===== src/rtl/hex_history_ctrl.sv =====
// rtl/hex_history_ctrl.sv - six-deep nibble history driving the HEX5..HEX0 digit bank
// Newest entry lives in slot 0; SCROLL mode rotates the visible window at SCROLL_HZ.
module hex_history_ctrl #(
  parameter int CLK_HZ    = 50000000,
  parameter int SCROLL_HZ = 2
) (
  input  logic       clk,
  input  logic       rst_n,
  input  logic       push,
  input  logic [3:0] push_val,
  input  logic       clear,
  input  logic       scroll_en,
  output logic [3:0] digit0,
  output logic [3:0] digit1,
  output logic [3:0] digit2,
  output logic [3:0] digit3,
  output logic [3:0] digit4,
  output logic [3:0] digit5,
  output logic [5:0] blank,
  output logic [2:0] count,
  output logic       full
);

  localparam int TICK_DIV = CLK_HZ / SCROLL_HZ;
  localparam int PW       = (TICK_DIV > 2) ? $clog2(TICK_DIV) : 1;
  localparam logic [PW-1:0] TICK_LAST = PW'(TICK_DIV - 1);

  typedef enum logic [1:0] {ST_EMPTY, ST_STATIC, ST_SCROLL} state_t;

  state_t        r_state;
  state_t        w_state_nx;
  logic [3:0]    r_slot [6];
  logic [2:0]    r_count;
  logic [2:0]    w_count_nx;
  logic          r_full;
  logic [2:0]    r_rot;
  logic [PW-1:0] r_presc;
  logic [3:0]    r_dig [6];
  logic [5:0]    r_blank;
  logic [2:0]    w_idx [6];
  logic          w_restart;

  assign w_restart = push | clear;

  always_comb begin
    w_count_nx = r_count;
    if (clear)
      w_count_nx = 3'd0;
    else if (push && (r_count != 3'd6))
      w_count_nx = r_count + 3'd1;
  end

  // Mode decisions look at the post-update count, not the current one.
  always_comb begin
    w_state_nx = r_state;
    case (r_state)
      ST_EMPTY: begin
        if (w_count_nx >= 3'd2 && scroll_en)
          w_state_nx = ST_SCROLL;
        else if (w_count_nx >= 3'd1 && !scroll_en)
          w_state_nx = ST_STATIC;
      end
      ST_STATIC: begin
        if (w_count_nx == 3'd0)
          w_state_nx = ST_EMPTY;
        else if (scroll_en && w_count_nx >= 3'd2)
          w_state_nx = ST_SCROLL;
      end
      ST_SCROLL: begin
        if (w_count_nx == 3'd0)
          w_state_nx = ST_EMPTY;
        else if (!scroll_en || w_count_nx < 3'd2)
          w_state_nx = ST_STATIC;
      end
      default: w_state_nx = ST_EMPTY;
    endcase
  end

  always_comb begin
    for (int n = 0; n < 6; n++) begin
      w_idx[n] = 3'd0;
      if ((4'(n) + {1'b0, r_rot}) >= 4'd6)
        w_idx[n] = 3'(4'(n) + {1'b0, r_rot} - 4'd6);
      else
        w_idx[n] = 3'(n) + r_rot;
    end
  end

  always_ff @(posedge clk or negedge rst_n) begin
    if (!rst_n) begin
      for (int i = 0; i < 6; i++)
        r_slot[i] <= 4'h0;
      r_count <= 3'd0;
      r_full  <= 1'b0;
      r_state <= ST_EMPTY;
      r_rot   <= 3'd0;
      r_presc <= '0;
    end else begin
      if (push && !clear) begin
        for (int i = 5; i >= 1; i--)
          r_slot[i] <= r_slot[i-1];
        r_slot[0] <= push_val;
      end
      r_count <= w_count_nx;
      r_full  <= (w_count_nx == 3'd6);
      r_state <= w_state_nx;
      // Entering SCROLL starts from a zero prescaler so the first step is a full period away.
      if (w_restart || w_state_nx != ST_SCROLL || r_state != ST_SCROLL) begin
        r_presc <= '0;
        r_rot   <= 3'd0;
      end else if (r_presc == TICK_LAST) begin
        r_presc <= '0;
        r_rot   <= (r_rot == 3'd5) ? 3'd0 : r_rot + 3'd1;
      end else begin
        r_presc <= r_presc + 1'b1;
      end
    end
  end

  always_ff @(posedge clk or negedge rst_n) begin
    if (!rst_n) begin
      for (int n = 0; n < 6; n++)
        r_dig[n] <= 4'h0;
      r_blank <= 6'b111111;
    end else begin
      for (int n = 0; n < 6; n++) begin
        r_dig[n]   <= r_slot[w_idx[n]];
        r_blank[n] <= (w_idx[n] >= r_count);
      end
    end
  end

  assign digit0 = r_dig[0];
  assign digit1 = r_dig[1];
  assign digit2 = r_dig[2];
  assign digit3 = r_dig[3];
  assign digit4 = r_dig[4];
  assign digit5 = r_dig[5];
  assign blank  = r_blank;
  assign count  = r_count;
  assign full   = r_full;

endmodule


===== config.mk =====
export PLATFORM = sky130hd
export DESIGN_NAME = hex_history_ctrl
export DESIGN_NICKNAME = d
export VERILOG_FILES = /design/src/rtl/hex_history_ctrl.sv
export SDC_FILE = /design/constraint.sdc
export NUM_CORES = 1
export LEC_CHECK = 0
export ABC_CLOCK_PERIOD_IN_PS = 8500
export CAP_MARGIN = 20
export CORE_UTILIZATION = 40
export DETAILED_ROUTE_END_ITERATION = 8
export DONT_BUFFER_PORTS = 1
export SLEW_MARGIN = 25
export SYNTH_ARGS = -nofsm -noshare
export SYNTH_HDL_FRONTEND = slang
export SYNTH_SLANG_ARGS = --single-unit

===== constraint.sdc =====
create_clock -name clk -period 8.5 [get_ports clk]
set_clock_uncertainty 0.1 [all_clocks]
set_input_delay 0.85 -clock clk [delete_from_list [all_inputs] [get_ports clk]]
set_output_delay 0.85 -clock clk [all_outputs]
set_load 0.05 [all_outputs]

==> metrics.md, run 1 <==
| Metric | Value |
|---|---|
| Worst-Skew Late Latency | `between 0.3 and 0.4 ns` |
| Syn Std Cell Area | `4780 um^2` |
| H-Tree Depth | `3` |
| Total Die Area | `between 10000 and 15000 um^2` |
| WL/cell | `approximately 17 um` |
| Hold crit path type | `in -> async` |
| Net count after synthesis | `between 400 and 500` |
| Gates resized, CTS repair | `0` |
| Largest net degree at the start of global routing | `89` |
| Post-synth EDFFs | `0` |
| Outcome | `finished clean` |
| Root buf cell | `clkbuf_16` |
| Overall fraction of global-route tracks in use | `roughly 17%` |
| Data required, critical path | `8.67 ns` |
| R2r setup slk | `about 5.4 ns` |
| Critical Path Fanout Max | `35` |
| Post-synthesis sequential area ratio | `~46%` |
| Yosys warnings | `0` |
| Antenna Cells | `0` |
| Cts hold-fix bufs | `0` |
| Filler cells | `between 1000 and 1500` |
| Drt total wl | `about 10000 um` |
| Core area | `about 12000 um^2` |
| DRT Pass-1 Iters | `4` |
| Deepest clock path buffer count | `2` |
| Remaining Overflow, GRT | `0` |
| MaxCap Viol Count | `0` |
| Measured slew at the worst slew-check pin | `slightly below 1 ns` |
| Hold Vio Cnt, Final | `0` |
| ANT nets after route | `0` |
| Asr flop ratio synth | `between 90% and 100%` |
| Port Buffers | `0` |
| TritonCTS clock tree | `built` |
| Row count | `39` |
| Mapped Cells | `~450` |
| Fin Setup TNS | `0 ns` |
| Total CTS buffers | `9` |
| Post-synth cell types | `46` |
| Achievable Freq | `0.320 GHz` |
| Chip width | `approximately 110 um` |
| Initial antenna violation count | `0` |
| Part of the cycle the worst path needs | `approximately 37%` |
| Top FF cell, synth | `dfrtp_1` |
| NumNets Final | `approximately 480` |
| Die Span Y | `roughly 110 um` |
| Leakage power | `approximately 2.1 nW` |
| Area delta synth->final | `8.40%` |
| DR vias/cell | `5.50` |
| Routability congestion estimate | `between 0.7 and 0.8` |
| Initial core utilization | `~42%` |
| Vias | `approximately 3300` |
| Layout cells sized above 1 | `15.6%` |
| CTS Sinks | `just under 90` |
| Final setup violating endpoints | `0` |
| CTS clock-pin slew for the worst setup and hold paths | `approximately 0.06 ns` |
| Post-DP HPWL | `6940 um` |
| # IOs | `43` |
| Post-CTS Setup Inserts | `0` |
| Crit Path Class | `reg -> reg` |
| Hold slack | `between 0.09 and 0.1 ns` |
| Arrival time of the worst setup path | `roughly 3.3 ns` |
| Slew Limit Headroom | `a little over a third` |
| Register bit total from synthesis | `between 80 and 90` |
| DP Area | `4870 um^2` |
| Final Max Slew Viols | `0` |
| CP startpoint kind | `flop` |
| Maximum vdd drop | `about 0.13 mV` |
| Unrepaired setup endpoints after global routing | `false` |
| Global-route wire length before repair | `~17000 um` |
| Period minus WS final | `roughly 3.1 ns` |
| Residual DRC | `0` |
| PD cells | `about 260 nW/um^2` |
| Syn avg cell area | `about 11 um^2` |
| DRT iter0 DRCs | `127` |
| Crit. End Element | `flop` |
| Vias in the first global route | `about 3400` |
| Final instance area | `5180 um^2` |
worst max-delay path, cell delays in order (launching register included):
cell and delay, ns:
dfrtp_1 0.32, buf_4 0.38, inv_1 0.12, ha_1 0.58
inv_1 0.18, a21oi_1 0.65, inv_1 0.10, ha_1 0.30
a21o_1 0.15, a21o_1 0.17
cells in the final DEF, fill, tap and decap left out, drive strengths merged, types with 2 or more instances in the layout:
cell,count
a211oi,3
a21boi,3
a21o,13
a21oi,11
a22oi,6
and2,4
and3,4
and4,2
buf,2
bufinv,2
clkbuf,9
clkinv,2
clkinvlp,2
dfrtp,82
dfstp,6
ha,24
inv,18
mux2,43
mux2i,20
nand2,25
nand2b,7
nand3,20
nand4,6
nor2,44
nor3,6
nor4,4
nor4b,2
o21ai,22
o221ai,3
o22ai,10
o32ai,3
or2,2
or4,2
xnor2,18
xor2,12
Yosys cell counts (2+ instances only):
cell | n | area share, %
a21boi_0 | 3 | 0.47
o32ai_1 | 3 | 0.55
nand2b_1 | 7 | 0.92
dfstp_2 | 6 | 3.3
o21ai_1 | 2 | 0.21
ha_1 | 24 | 6.3
buf_8 | 2 | 0.63
a21o_1 | 13 | 2.0
o21ai_0 | 20 | 2.1
nor3_1 | 6 | 0.63
nor4b_1 | 2 | 0.37
inv_1 | 18 | 1.4
a22oi_1 | 6 | 0.94
o22ai_1 | 10 | 1.3
and2_1 | 4 | 0.52
nor2_1 | 44 | 3.5
and3_1 | 4 | 0.52
clkbuf_1 | 14 | 1.1
xnor2_1 | 18 | 3.3
nand2_1 | 25 | 2.0
nand4_1 | 6 | 0.79
xor2_1 | 12 | 2.2
o221ai_1 | 3 | 0.55
nand3_1 | 20 | 2.1
dfrtp_1 | 82 | 43
mux2i_1 | 20 | 4.2
a21oi_1 | 11 | 1.2
and4_1 | 2 | 0.37
a211oi_1 | 3 | 0.47
nor4_1 | 3 | 0.39
mux2_2 | 43 | 10
stage by stage:
step,utilization (%),worst slack [ns],total power (W),cells
4_1_cts,45.0,5.36,0.00135,592
5_1_grt,45.0,5.12,0.00139,592
2_1_floorplan,-,5.30,0.000865,451
6_report,45.0,5.37,0.00133,592
3_5_place_dp,42.3,5.40,0.000926,577
3_3_place_gp,42.3,5.48,0.000922,577
per-layer routing:
layer  up-vias  wire length [um]  GRT usage [%]
met4         0               223           8.11
met1      1619              4370           20.2
met3        17               260           4.37
met2        39              4930           28.8
li1       1582                 -              -
met5         -                 0              0
area by class of cell:
cell class	count	area [um^2]	share of cell area [%]
Multi-Input combinational cell	326	2400	46.3
Tap cell	143	179	3.45
Inverter	18	67.6	1.30
Clock buffer	9	225	4.35
Timing Repair Buffer	2	15.0	0.290
Clock inverter	6	85.1	1.64
Sequential cell	88	2210	42.6
registers in the layout, indices dropped and copies added (netlist names), 2 cells and up:
| register | cells |
|---|---|
| digit3 | 4 |
| digit4 | 4 |
| r_rot | 3 |
| count | 3 |
| digit5 | 4 |
| r_presc | 25 |
| blank | 6 |
| digit0 | 4 |
| r_slot | 24 |
| digit2 | 4 |
| digit1 | 4 |
| r_state | 2 |
power breakdown:
part | internal, W | leakage [nW] | total (W) | switching [W]
sequential | 0.000505 | 1.11 | 0.000721 | 0.000216
clock | 0.000255 | 0.147 | 0.000416 | 0.000162
combinational | 0.0000997 | 0.849 | 0.000195 | 0.0000956
total | 0.000859 | 2.11 | 0.00133 | 0.000473
final timing paths:
check / from / endpoint / cells past startpoint
worst max-delay path: r_rot[0] / blank[1] / 9
worst min-delay path: rst_n / r_presc[18] / 0
worst max register to register: r_rot[0] / blank[1] / 9
worst min register to register: r_presc[0] / r_presc[0] / 1
max in group asynchronous: rst_n / blank[4] / 0
min in group clk: r_presc[0] / r_presc[0] / 1
cell families (layout without fill, tap and decap cells):
| kind of cell | after synthesis | count (layout) | synth area share (%) |
|---|---|---|---|
| buffers and inverters | 37 | 35 | 3.56 |
| DFF | 88 | 88 | 46.2 |
| muxes | 63 | 63 | 14.3 |
| and+or+nand+nor | 133 | 133 | 14.0 |
| adders and majority gates | 24 | 24 | 6.28 |
| AOI/OAI and AO/OA | 76 | 76 | 10.1 |
| xor gates and xnor gates | 30 | 30 | 5.50 |
Power figures use the tool's default switching activity.
==> inputs of run 2 (changes only) <==
Settings changed: ABC_CLOCK_PERIOD_IN_PS 8500 to 2700.
Clock period 8.5 ns to 2.7 ns, I/O delays scaled along.
==> run 2 against run 1 <==
  * Worst setup slack got worse by 5.1 ns
  * Clock power rose to 3.2 times the previous value
  * Die area did not move
  * Non-clock buffer count rose by 28
  * Via count rose by 3.7%
  * Register-to-register slack got worse by 5.1 ns
  * Sequential power rose to 3.1 times the previous value
  * Largest cell class unchanged
==> metrics.md, run 2 (same netlist as run 1, synthesis figures left out) <==
| Metric | Value |
|---|---|
| Flip-flop count of the largest register after layout | `25` |
| Final setup violating endpoints | `0` |
| Overall fraction of global-route tracks in use | `about 17%` |
| Vias | `between 3000 and 4000` |
| NumNets Final | `approximately 500` |
| Dpl cells | `around 600` |
| Die Span Y | `approximately 110 um` |
| CTS Sinks | `slightly below 90` |
| Period minus WS final | `2.47 ns` |
| Filler cells | `1066` |
| DR vias/cell | `about 5.4` |
| Routability congestion estimate | `around 0.89` |
| Data required, critical path | `2.87 ns` |
| Residual DRC | `0` |
| Measured slew at the worst slew-check pin | `~0.7 ns` |
| DRT iter0 DRCs | `roughly 190` |
| Leakage power | `between 2 and 2.5 nW` |
| CTS clock-pin slew for the worst setup and hold paths | `about 0.06 ns` |
| Global-route wire length before repair | `~17000 um` |
| Total CTS buffers | `9` |
| MaxCap Viol Count | `0` |
| Post-DP HPWL | `6900 um` |
| Hold Vio Cnt, Final | `0` |
| Root buf cell | `clkbuf_16` |
| Area delta synth->final | `14.3%` |
| Critical Path Fanout Max | `9` |
| Post-CTS Setup Inserts | `0` |
| Sequential cell area | `2210 um^2` |
| PD cells | `between 700 and 800 nW/um^2` |
| Vias in the first global route | `~3400` |
| ANT nets after route | `0` |
| Row count | `39` |
| Largest Register | `r_presc` |
| Initial core utilization | `41.5%` |
| Drt total wl | `between 9000 and 10000 um` |
| Worst-Skew Late Latency | `0.34 ns` |
| Port Buffers | `0` |
| Slew Limit Headroom | `between 50% and 60%` |
| H-Tree Depth | `3` |
| CP startpoint kind | `flop` |
| Part of the cycle the worst path needs | `91.6%` |
| # IOs | `43` |
| Hold crit path type | `in -> reg` |
| Largest net degree at the start of global routing | `89` |
| Arrival time of the worst setup path | `between 2 and 3 ns` |
| Multi-input gate area | `2410 um^2` |
| Total Die Area | `12400 um^2` |
| TritonCTS clock tree | `built` |
| DRT Pass-1 Iters | `4` |
| Layout cells sized above 1 | `around a fifth` |
| Initial antenna violation count | `0` |
| Antenna Cells | `0` |
| Remaining Overflow, GRT | `0` |
| Most common cell after layout, fill and taps aside | `dfrtp_1` |
| Deepest clock path buffer count | `2` |
| Commonest cells after routing, fill and taps aside | `dfrtp_1, nor2_1, mux2_2` |
| Maximum vdd drop | `approximately 0.6 mV` |
| Unrepaired setup endpoints after global routing | `false` |
| Outcome | `finished clean` |
| Core area | `11500 um^2` |
| Cell Count, Final, Fillers Out | `621` |
| Crit Path Class | `reg -> reg` |
| WL/cell | `15.9 um` |
| Power, Total | `~0.0043 W` |
| Crit. End Element | `flop` |
| Chip width | `approximately 110 um` |
| Final Max Slew Viols | `0` |
| Hold slack | `around 0.042 ns` |
| Achievable Freq | `between 0.4 and 0.5 GHz` |
run 2: changes by cell type in the layout (fill, tap and decap cells not counted), sizes merged:
cell         previous run  this run
clkinv                  2         3
inv                    18        19
clkinvlp                2         0
buf                     2        23
clkbuf                  9        10
dlygate4sd3             0         7
run 2: per-stage QoR:
step	utilization [%]	TNS [ns]	setup WS [ns]	instance area, um^2
finish	47.4	0	0.226	5460
global placement	43.8	0	0.281	5050
global route	47.4	0	0.0658	5460
detailed placement	43.8	0	0.260	5050
CTS	47.4	0	0.242	5460
floorplan	-	-0.0712	-0.0499	4800
run 2: repair_timing:
action,CTS,global route
gates resized for setup,0,0
hold endpoints to repair,97,0
hold buffers,8,0
run 2: layout make-up:
type | instances | share of cell area [%]
inverters | 18 | 1.24
well taps | 143 | 3.27
flip-flops and latches | 88 | 40.4
clock buffers | 10 | 4.19
multi-input cells | 326 | 44.1
clock inverters | 6 | 1.67
repair buffers | 30 | 5.04
run 2: critical path, stage by stage, from the launching register on:
cell     delay, ns
dfrtp_1       0.46
inv_1         0.16
ha_1          0.41
inv_1         0.15
a21oi_2       0.43
inv_1         0.09
ha_1          0.28
a21o_1        0.15
a21o_1        0.17
run 2: worst paths after layout:
kind                       startpoint           to  slack, ns  cells past startpoint
min                             clear     count[2]       0.04                      2
min reg2reg                r_presc[0]   r_presc[0]       0.41                      1
max                          r_rot[1]     blank[1]       0.23                      8
max in group asynchronous       rst_n    digit1[1]       1.73                      2
max reg2reg                  r_rot[1]     blank[1]       0.23                      8
min in group asynchronous       rst_n  r_presc[20]       0.36                      2
run 2: routing by layer:
layer	wire length (um)	track usage, %	share of wire (%)	vias to the layer above
met4	176	7.21	1.8	0
met2	4770	27.6	48	63
met5	0	0	0	-
li1	-	-	-	1638
met1	4660	21.8	47	1663
met3	291	4.32	2.9	14
run 2: report_power, final:
group | switching [W] | total, W | internal [W]
clock | 0.000515 | 0.00133 | 0.000815
sequential | 0.000671 | 0.00226 | 0.00159
combinational | 0.000344 | 0.000674 | 0.000329
total | 0.00153 | 0.00426 | 0.00273
==> inputs of run 3 (changes only) <==
Settings changed: ABC_CLOCK_PERIOD_IN_PS 2700 to 2600.
Clock period 2.7 ns to 2.6 ns, I/O delays scaled along.
==> run 3 against run 2 <==
  * Sequential power up 4%
  * Count of clock-buffer cells in the layout is the same
  * Global-route usage grew 0.093 points
  * Design area rose by 0.34%
  * Sequential share of layout area down 0.12 points
  * Via count grew 1.0%
  * Total power up 3.8%
  * Critical endpoint is now r_presc[11]
  * Sequential cell count unchanged
  * Hold slack improved by 0.0010 ns
==> metrics.md, run 3 (same netlist as run 1, synthesis figures left out) <==
| Metric | Value |
|---|---|
| Critical Path Fanout Max | `25` |
| Global-route wire length before repair | `16700 um` |
| CP Buf/Inv Count | `2` |
| Die Span Y | `~110 um` |
| Final instance area | `about 5500 um^2` |
| Data required, critical path | `between 2 and 3 ns` |
| Cell Count, Final, Fillers Out | `620` |
| H-Tree Depth | `3` |
| Worst-Skew Late Latency | `roughly 0.34 ns` |
| WL/cell | `about 16 um` |
| Maximum vdd drop | `just under 0.6 mV` |
| MaxCap Viol Count | `0` |
| Cts hold-fix bufs | `8` |
| DRT Pass-1 Iters | `5` |
| NumNets Final | `about 500` |
| Initial core utilization | `approximately two fifths` |
| Part of the cycle the worst path needs | `92.0%` |
| DRT iter0 DRCs | `230` |
| CTS clock-pin slew for the worst setup and hold paths | `about 0.060 ns` |
| CP startpoint kind | `flop` |
| Critical path's top delay family | `compound AO/OA/AOI/OAI gates` |
| Gates resized, CTS repair | `0` |
| Row count | `39` |
| Cell Chain, Critical Path | `inv_1, ha_1, a21boi_0, mux2_2, a21o_1, or2_1, buf_12, nor2_1` |
| Post-DP HPWL | `between 6000 and 7000 um` |
| Crit. End Element | `flop` |
| Hold crit path type | `in -> reg` |
| Vias in the first global route | `around 3300` |
| Vias | `between 3000 and 4000` |
| Area delta synth->final | `14.7%` |
| DR vias/cell | `between 5 and 6` |
| Final setup violating endpoints | `0` |
| Worst path slowest cell | `dfrtp_2` |
| Hold Vio Cnt, Final | `0` |
| Largest Register | `r_presc` |
| Outcome | `finished clean` |
| Slew Limit Headroom | `between 50% and 60%` |
| PD cells | `between 800 and 900 nW/um^2` |
| Unrepaired setup endpoints after global routing | `false` |
| Total CTS buffers | `9` |
| Post-CTS Setup Inserts | `0` |
| Chip width | `111 um` |
| Leakage power | `approximately 2.3 nW` |
| Layout cells sized above 1 | `around a fifth` |
| Dpl cells | `just under 600` |
| # IOs | `43` |
| Remaining Overflow, GRT | `0` |
| CTS Sinks | `approximately 90` |
| DP Area | `between 5000 and 6000 um^2` |
| Final Max Slew Viols | `0` |
| Crit Path Class | `reg -> reg` |
| Port Buffers | `0` |
| Fin Setup TNS | `0 ns` |
| Achievable Freq | `0.418 GHz` |
| TritonCTS clock tree | `built` |
| Measured slew at the worst slew-check pin | `around 0.63 ns` |
| Deepest clock path buffer count | `2` |
| ANT nets after route | `0` |
| Most common cell after layout, fill and taps aside | `dfrtp_1` |
| Commonest cells after routing, fill and taps aside | `dfrtp_1, nor2_1, mux2_2` |
| Biggest cell delay along the critical path | `~0.43 ns` |
| Core area | `11500 um^2` |
| Final Util | `a little under half` |
| Overall fraction of global-route tracks in use | `between 10% and 20%` |
| Filler cells | `~1100` |
| Total Die Area | `12400 um^2` |
| Drt total wl | `~9900 um` |
| Routability congestion estimate | `slightly above 0.8` |
| Antenna Cells | `0` |
| Arrival time of the worst setup path | `around 2.6 ns` |
| Power, Total | `roughly 0.0044 W` |
| Largest net degree at the start of global routing | `89` |
| Residual DRC | `0` |
| Flip-flop count of the largest register after layout | `25` |
| Period minus WS final | `2.39 ns` |
| Root buf cell | `clkbuf_16` |
| Initial antenna violation count | `0` |
run 3: cell types whose count changed in the layout (fill, tap and decap cells not counted):
cell        before  now
a21oi_2          1    0
a21oi_4          0    1
clkbuf_1         1    0
clkbuf_8         0    1
clkinv_4         2    1
clkinvlp_4       0    1
dfrtp_1         82   81
dfrtp_2          0    1
inv_6            1    0
o21ai_1          2    1
o21ai_2          0    1
o22ai_1         10    9
o22ai_2          0    1
run 3: stage by stage:
step,hold WS [ns],worst slack (ns)
after floorplan,-0.136,0.0107
after global placement,-0.132,0.248
after detailed placement,-0.132,0.193
after CTS,0.0341,0.188
after global routing,0.0579,0.0404
final,0.0427,0.209
run 3: area by class of cell:
type / instances / area [um^2] / area share (%)
timing repair buffer: 30 / 275 / 5.02
sequential: 88 / 2210 / 40.3
clock buffer: 10 / 239 / 4.36
multi-input combinational: 326 / 2430 / 44.3
tap: 143 / 179 / 3.26
inverter: 18 / 67.6 / 1.23
clock inverter: 5 / 81.3 / 1.48
run 3: power by group:
group	total, W	internal (W)	switching [W]
Clock	0.00138	0.000862	0.000520
Combinational	0.000695	0.000342	0.000354
Sequential	0.00235	0.00165	0.000697
run 3: path summary, 6_finish.rpt:
kind                            start     endpoint  slack [ns]  cells past startpoint
min reg2reg                r_presc[0]   r_presc[0]        0.42                      1
max in group asynchronous       rst_n     blank[5]        1.62                      2
max reg2reg                  count[0]  r_presc[11]        0.21                      8
max                          count[0]  r_presc[11]        0.21                      8
min in group asynchronous       rst_n  r_presc[21]        0.37                      2
min                             clear     count[2]        0.04                      2
run 3: metal layers:
| layer | GRT usage [%] | vias to the layer above | wire, um |
|---|---|---|---|
| li1 | - | 1637 | - |
| met5 | 0 | - | 0 |
| met2 | 28.2 | 59 | 4900 |
| met3 | 3.61 | 19 | 289 |
| met1 | 21.4 | 1697 | 4440 |
| met4 | 8.83 | 0 | 260 |
run 3: worst reg2reg max path: cells and delay by family, from the launching register on:
kind / cells / cell delay, ns
buf+inv: 2 / 0.23
fa+ha+maj: 1 / 0.20
simple gates: 2 / 0.39
flops: 1 / 0.43
mux: 1 / 0.42
compound gates: 2 / 0.55
